**src/rtl/vector_alu_sequencer.sv**
```systemverilog
// ---------------------------------------------------------------------------
// vector_alu_sequencer
//   Multi-word command sequencer for the packed 4x8-bit vector ALU. One
//   command at a time: for each word i it reads A[SRCA+i] and B[SRCB+i] from
//   a single-port synchronous memory, feeds the external combinational ALU,
//   and writes the (div-by-zero fixed) result to DST+i. Four cycles per word.
//
// Ports
//   CLK, RST_N            clock (rising edge), async active-low reset
//   CMD_VALID/CMD_READY   command handshake; READY is high only in IDLE
//   CMD_OP/SRCA/SRCB/DST  op code and base word addresses
//   CMD_LEN               words to process (0 allowed -> immediate DONE)
//   MEM_ADDR/WE/WDATA     memory request; MEM_RDATA valid one cycle later
//   ALU_IN0/IN1/OP        registered operands and latched op to the ALU
//   ALU_OUT               combinational ALU result
//   BUSY                  command in progress
//   DONE                  one-cycle completion pulse
//   DIVZ                  sticky div-by-zero flag for the last command
// ---------------------------------------------------------------------------

// Per-lane result fix-up: a divide lane whose divisor is zero reads as 8'hFF.
module vector_alu_sequencer_lane_fix #(
   parameter int VEC_W = 8
) (
   input  logic             is_div,
   input  logic [VEC_W-1:0] b,
   input  logic [VEC_W-1:0] alu,
   output logic [VEC_W-1:0] res,
   output logic             dz
);
   assign dz  = is_div && (b == '0);
   assign res = dz ? {VEC_W{1'b1}} : alu;
endmodule

module vector_alu_sequencer #(
   parameter int AW = 8,
   parameter int LW = 8
) (
   input  logic          CLK,
   input  logic          RST_N,
   input  logic          CMD_VALID,
   output logic          CMD_READY,
   input  logic [1:0]    CMD_OP,
   input  logic [AW-1:0] CMD_SRCA,
   input  logic [AW-1:0] CMD_SRCB,
   input  logic [AW-1:0] CMD_DST,
   input  logic [LW-1:0] CMD_LEN,
   output logic [AW-1:0] MEM_ADDR,
   output logic          MEM_WE,
   output logic [31:0]   MEM_WDATA,
   input  logic [31:0]   MEM_RDATA,
   output logic [31:0]   ALU_IN0,
   output logic [31:0]   ALU_IN1,
   output logic [1:0]    ALU_OP,
   input  logic [31:0]   ALU_OUT,
   output logic          BUSY,
   output logic          DONE,
   output logic          DIVZ
);
   localparam int NUM_LANES = 4;
   localparam int VEC_W     = 8;

   typedef enum logic [2:0] {IDLE, RDA, RDB, LATB, WR} state_t;

   state_t        state, state_nxt;
   logic [1:0]    op_q;
   logic [AW-1:0] srca_q, srcb_q, dst_q;
   logic [LW-1:0] len_q, idx_q;
   logic [31:0]   a_q, b_q;
   logic          done_q, divz_q;

   logic          accept, last;
   logic [AW-1:0] idx_aw;

   logic [NUM_LANES-1:0][VEC_W-1:0] b_lanes, out_lanes, fix_lanes;
   logic [NUM_LANES-1:0]            dz_lane;

   assign accept = CMD_VALID && (state == IDLE);
   assign last   = (idx_q + LW'(1)) == len_q;
   assign idx_aw = AW'(idx_q);

   assign b_lanes   = b_q;
   assign out_lanes = ALU_OUT;

   for (genvar l = 0; l < NUM_LANES; l++) begin : g_lane
      vector_alu_sequencer_lane_fix #(.VEC_W(VEC_W)) u_fix (
         .is_div (op_q == 2'b11),
         .b      (b_lanes[l]),
         .alu    (out_lanes[l]),
         .res    (fix_lanes[l]),
         .dz     (dz_lane[l])
      );
   end

   // state register
   always_ff @(posedge CLK or negedge RST_N) begin
      if (!RST_N) state <= IDLE;
      else        state <= state_nxt;
   end

   // next state and memory request
   always_comb begin
      state_nxt = state;
      CMD_READY = 1'b0;
      MEM_ADDR  = '0;
      MEM_WE    = 1'b0;
      MEM_WDATA = '0;
      case (state)
         IDLE: begin
            CMD_READY = 1'b1;
            // LEN=0 is accepted but never leaves IDLE
            if (CMD_VALID && (CMD_LEN != '0)) state_nxt = RDA;
         end
         RDA: begin
            MEM_ADDR  = srca_q + idx_aw;
            state_nxt = RDB;
         end
         RDB: begin
            MEM_ADDR  = srcb_q + idx_aw;
            state_nxt = LATB;
         end
         LATB: state_nxt = WR;
         WR: begin
            MEM_ADDR  = dst_q + idx_aw;
            MEM_WE    = 1'b1;
            MEM_WDATA = fix_lanes;
            state_nxt = last ? IDLE : RDA;
         end
         default: state_nxt = IDLE;
      endcase
   end

   // command latch, operand registers, index, flags
   always_ff @(posedge CLK or negedge RST_N) begin
      if (!RST_N) begin
         op_q   <= '0;
         srca_q <= '0;
         srcb_q <= '0;
         dst_q  <= '0;
         len_q  <= '0;
         idx_q  <= '0;
         a_q    <= '0;
         b_q    <= '0;
         done_q <= 1'b0;
         divz_q <= 1'b0;
      end else begin
         done_q <= 1'b0;
         case (state)
            IDLE: if (accept) begin
               op_q   <= CMD_OP;
               srca_q <= CMD_SRCA;
               srcb_q <= CMD_SRCB;
               dst_q  <= CMD_DST;
               len_q  <= CMD_LEN;
               idx_q  <= '0;
               divz_q <= 1'b0;
               if (CMD_LEN == '0) done_q <= 1'b1;
            end
            RDB:  a_q <= MEM_RDATA;   // data for the RDA address
            LATB: b_q <= MEM_RDATA;   // data for the RDB address
            WR: begin
               idx_q <= idx_q + LW'(1);
               if (|dz_lane) divz_q <= 1'b1;
               if (last)     done_q <= 1'b1;
            end
            default: ;
         endcase
      end
   end

   assign ALU_IN0 = a_q;
   assign ALU_IN1 = b_q;
   assign ALU_OP  = op_q;
   assign BUSY    = (state != IDLE);
   assign DONE    = done_q;
   assign DIVZ    = divz_q;

endmodule

```
**config.mk**
```make
export PLATFORM = sky130hd
export DESIGN_NAME = vector_alu_sequencer
export DESIGN_NICKNAME = d
export VERILOG_FILES = /design/src/rtl/vector_alu_sequencer.sv
export SDC_FILE = /design/constraint.sdc
export NUM_CORES = 1
export LEC_CHECK = 0
export CAP_MARGIN = 20
export CORE_ASPECT_RATIO = 1.75
export CORE_MARGIN = 4
export CORE_UTILIZATION = 55
export CTS_BUF_LIST = sky130_fd_sc_hd__clkbuf_2
export DETAILED_ROUTE_END_ITERATION = 10
export DONT_BUFFER_PORTS = 1
export GPL_TIMING_DRIVEN = 0
export PLACE_DENSITY = 0.7
export RECOVER_POWER = 50
export SYNTH_ARGS = -nofsm -noshare
export SYNTH_HDL_FRONTEND = slang
export SYNTH_SLANG_ARGS = --single-unit
```
**constraint.sdc**
```tcl
create_clock -name CLK -period 6.7 [get_ports CLK]
set_clock_uncertainty 0.05 [all_clocks]
set_input_delay 0.335 -clock CLK [delete_from_list [all_inputs] [get_ports CLK]]
set_output_delay 0.335 -clock CLK [all_outputs]
set_load 0.02 [all_outputs]
```
==> Yosys cells after proc, flatten, opt, wreduce, memory -nomap -nowiden <==
Cells that the tools add are included.
{ "word_totals": {"register_bits": 111, "out_inout_bits": 111, "elab_cells": 63, "input_bits": 101} }
{ "classes": {"n_eq_ne": 9, "n_reduce_logical": 19, "n_mux": 20, "addsub": 4} }
{ "op_table": {"columns": ["op", "n"], "rows": [
  ["8-bit logical NOT", 5],
  ["8-bit 2-to-1 mux", 5],
  ["32-bit 2-to-1 mux", 1],
  ["8-bit adder", 3],
  ["8-bit one-hot mux with 3 select lines", 1],
  ["8-bit one-hot mux with 2 select lines", 1],
  ["3-bit one-hot mux with 5 select lines", 1],
  ["8-bit by 1-bit adder with 8-bit output, second input constant", 1],
  ["8-bit == test", 1],
  ["1-bit 2-to-1 mux", 8],
  ["8-bit nonzero test", 1],
  ["3-bit by 2-bit == test with 1-bit output, second input constant", 2],
  ["1-bit logical AND", 6],
  ["2-bit inequality test, second input constant", 2],
  ["1-bit one-hot mux with 2 select lines", 2],
  ["2-bit AND reduction", 2],
  ["4-bit OR reduction", 1],
  ["3-bit by 1-bit == test with 1-bit output, second input constant", 1],
  ["3-bit == test, second input constant", 1],
  ["3-bit logical NOT", 1],
  ["3-bit 2-to-1 mux", 1],
  ["3-bit AND reduction", 1],
  ["3-bit nonzero test", 1],
  ["2-bit == test, second input constant", 1],
  ["other kinds (2)", 2]
]} }

==> Longest topological paths before layout <==
{ "depth": {"ltp_word": 5, "depth_mapped": 16, "ltp_nobuf": 15} }

==> By module <==
From an unflattened synthesis, not the netlist that was laid out.
{ "hier_totals": {"cells_unflattened": 576, "area_unflattened_um2": 5898.2} }
{ "modules_own_cells": {"columns": ["module", "instances", "cells_per_inst", "area_per_inst_um2", "seq_area_each_um2"], "rows": [
  ["vector_alu_sequencer", 1, 484, 5157.4, 2777.7],
  ["vector_alu_sequencer_lane_fix", 4, 23, 185.2, 0.0]
]} }

==> Least setup slack after synthesis <==
OpenSTA, ideal clock, no wires.
{ "synth_path": {"kind": "reg2out", "start": "register state[1]", "end": "output MEM_ADDR[6]", "path_stages_with_launch": 17, "setup_slack_ns": 3.152, "arrival_time_ns": 3.163, "path_buffers": 2, "required_ns": 6.315, "cell_sequence": "dfrtp_1 > buf_6 > nor2_2 > nand2_1 > inv_2 > buf_1 > a22oi_1 > nand2_1 > ha_1 > inv_1 > fa_1 > nor2b_1 > o21ai_0 > a21boi_0 > o21ai_0 > nand3_1 > nor3b_1"} }
{ "synth_between": {"elab_chain_cells": 2, "elab_cells_between_ends": 4, "classes_between": "eq/ne (3); mux (1)"} }
{ "synth_lines": {"columns": ["item", "line_no", "source"], "rows": [
  ["start: declaration", "65", "state_t state, state_nxt;"],
  ["start signal: assignment", "98", "else state <= state_nxt;"],
  ["3-bit == test (tied with other cells)", "108", "case (state)"],
  ["8-bit one-hot mux with 3 select lines (*)", "108", null],
  ["end: declaration", "48", "output logic [AW-1:0] MEM_ADDR,"]
]} }
Every way passes the cells marked *; elsewhere a longest branch is shown, timed or not.

==> Final worst setup path <==
{ "layout_path": {"start": "register state[2]", "end": "output MEM_ADDR[6]"} }
Same word-level chain as after synthesis.

==> run metrics <==
pin count of the biggest net entering global routing 112; clk sink count 111; routed vias 4147; R2R cell count 5; library cells used by synthesis 48; I/O Pins 212; dpl ws 2430 ps; hold worst-path end state[0]; Synth top area share 0.512; 1st-iter DRT viols 216; final wirelength 14500 um; Tmin final 5070 ps; pwr/cell area 490 nW/um^2; CP Launch Type flip-flop; # DRC 0; setup ws final 1630 ps; Core Area 9530 um^2; HP Class input port to flip-flop; crit-path max cell delay 620 ps; worst vdd ir 326 uV; I/O Buffers 0; layout cells sized above 1 0.163; post-route ant nets 0; placed wire-length estimate 10400 um; Final nets 714; Post-Syn Nets 635; grt ovf 0; Worst Setup Path Type flip-flop to output port; initial core utilization 0.569; die width 83.1 um; max_cap viols 0; Worst-Margin Slew 1010 ps; mapped cell area 5420 um^2; gr usage total 0.246; unrepaired setup endpoints after global routing false; critical path fanouts, max 10; hold path depth 3; Async S/R FF share, synth 1.00; Arr. time, crit path 4690 ps; CTS max path bufs 2; Final Hold Viols 0; slew margin rel. 0.322; Worst R2R Start state[2]; Die Ht 139 um; drt first pass iters 5; vias in the first global route 4340; Final TNS setup 0 ps; Area Overhead vs Synth 17.6%; CTS tree done; Clock Pin Slew Worst Setup and Hold Paths 300 ps; first-pass GRT wire length 22500 um; CP Capture Type output port; largest area contributor in the netlist dfrtp_1; Worst-Skew Late Latency 600 ps; GPL Wtd Cong 0.893; FP Rows 47; register area share after synthesis 0.512; Slew Limit Fails 0; worst endpoint required time 6310 ps; WL per Instance 19.8 um; endpoints failing setup 0; Syn Area/Cell 10.3 um^2; static leakage 2.96 nW; commonest cells after routing, fill and taps aside 119 x nand2_1, 111 x dfrtp_1, 81 x nor2_1, 67 x dlygate4sd3_1, 38 x mux2_2; FF+latch count, synth 111; critical-path cell list clkbuf_1 -> nand2_1 -> inv_2 -> buf_1 -> a22oi_1 -> nand2_1 -> ha_1 -> inv_1 -> fa_1 -> nor2b_1 -> o21ai_0 -> a21boi_0 -> o21ai_0 -> nand3_1 -> nor3b_1; Synth Instances 525; initial antenna violation count 1; die footprint 11600 um^2; Post-synth EDFFs 0; final period utilization 0.757; Peak Freq 197 MHz; outcome finished, final reports clean; Post-CTS Setup Repair Bufs 0; flop2flop setup slack 4540 ps; worst reg2reg path endpoint ALU_IN0[29]; slowest CP cell buf_1; commonest non-fill, non-tap cell in the layout nand2_1; predominant post-synthesis flop cell dfrtp_1; Placed Area 5570 um^2; H-tree depth 3; top cells by area, synth dfrtp_1 51%, nand2_1 8.2%, mux2_2 7.9%; drt via density 5.67; root buf cell clkbuf_2; HP Start CMD_VALID; finished layout cell area 6370 um^2; Filler cells 722; Synth Warn # 0; Num CTS Buffers 9
-- state kept, by name, summed over array words and instances (netlist names) --
| signal | count |
|---|---|
| ALU_IN0 | 32 |
| ALU_IN1 | 32 |
| ALU_OP | 2 |
| DIVZ | 1 |
| DONE | 1 |
| dst_q | 8 |
| idx_aw | 8 |
| len_q | 8 |
| srca_q | 8 |
| srcb_q | 8 |
| state | 3 |
-- cells in the mapped netlist (all sizes together), types with 2 or more instances --
master / number
nor2: 83
nand3: 6
a21boi: 2
a22o: 2
dfrtp: 111
nor3b: 4
nor4: 13
and2: 3
o31ai: 3
ha: 8
nor3: 3
mux2: 66
o22ai: 3
a22oi: 6
o21ai: 11
a21oi: 8
a21o: 2
xnor2: 6
nor2b: 5
or3: 2
and3: 5
xor2: 8
clkbuf: 9
buf: 17
inv: 11
nand2: 119
-- where the power goes --
group / internal, mW / switching [mW]
logic: 0.613 / 0.709
clock network: 0.0583 / 0.231
registers: 0.984 / 0.528
total: 1.65 / 1.47
-- layer usage --
layer,up-vias,share of wire,global-route usage
li1,1903,-,-
met1,2023,0.35,0.259
met3,34,0.073,0.0621
met4,0,0.030,0.109
met5,-,0,0
met2,187,0.55,0.455
-- metrics by stage --
step           power (mW)  utilization  instances  hold slack, ps
4_1_cts              3.13        0.669        731            22.2
2_1_floorplan        2.48            -        525           -10.6
3_3_place_gp         2.74        0.585        647           -5.59
6_report             3.12        0.669        732            56.3
3_5_place_dp         2.79        0.585        647           -6.13
5_1_grt              3.32        0.669        732            67.7
-- critical path, delay by kind of cell (launching register included) --
family / cells / cell delay, ps
AO/OA/AOI/OAI: 4 / 720
adder cells (fa/ha/maj): 2 / 540
buffers and inverters: 4 / 1230
flip-flops: 1 / 390
AND/OR/NAND/NOR: 5 / 1210
-- worst max-delay path by stage --
| stage | start | endpoint | slack, ps | depth (start not counted) |
|---|---|---|---|---|
| global placement | state[1] | MEM_ADDR[6] | 2570 | 16 |
| global route | state[2] | MEM_ADDR[6] | 1260 | 15 |
| floorplan | state[1] | MEM_ADDR[6] | 3150 | 16 |
| detailed placement | state[1] | MEM_ADDR[6] | 2430 | 16 |
| CTS | state[1] | MEM_ADDR[6] | 1750 | 16 |
| finish | state[2] | MEM_ADDR[6] | 1630 | 15 |
-- what timing repair did --
item	in CTS	in global routing
hold buffers	68	0
endpoints found under the hold margin	210	0
resized for setup	0	0
-- area by class of cell --
class | count | area (um^2) | area share
sequential | 111 | 2780 | 0.436
multi-input combinational | 377 | 2420 | 0.380
timing repair buffer | 68 | 698 | 0.110
buffer | 26 | 175 | 0.0275
tap | 122 | 153 | 0.0239
clock inverter | 6 | 55.1 | 0.00864
clock buffer | 10 | 50.0 | 0.00785
inverter | 11 | 41.3 | 0.00648
antenna | 1 | 2.50 | 0.000393
-- logic make-up (layout without fill, tap and decap cells) --
kind of cell             after synthesis  count (layout)  share of synthesized area
other                                  0               1                          0
XOR/XNOR                              14              14                     0.0226
adder cells (fa/ha/maj)                9               9                     0.0222
multiplexers                          67              67                      0.158
AO/OA/AOI/OAI                         42              42                     0.0503
AND/OR/NAND/NOR                      245             245                      0.193
flip-flops                           111             111                      0.512
buffers and inverters                 37             121                     0.0408
Note: power is estimated with default switching activity, not from simulation.
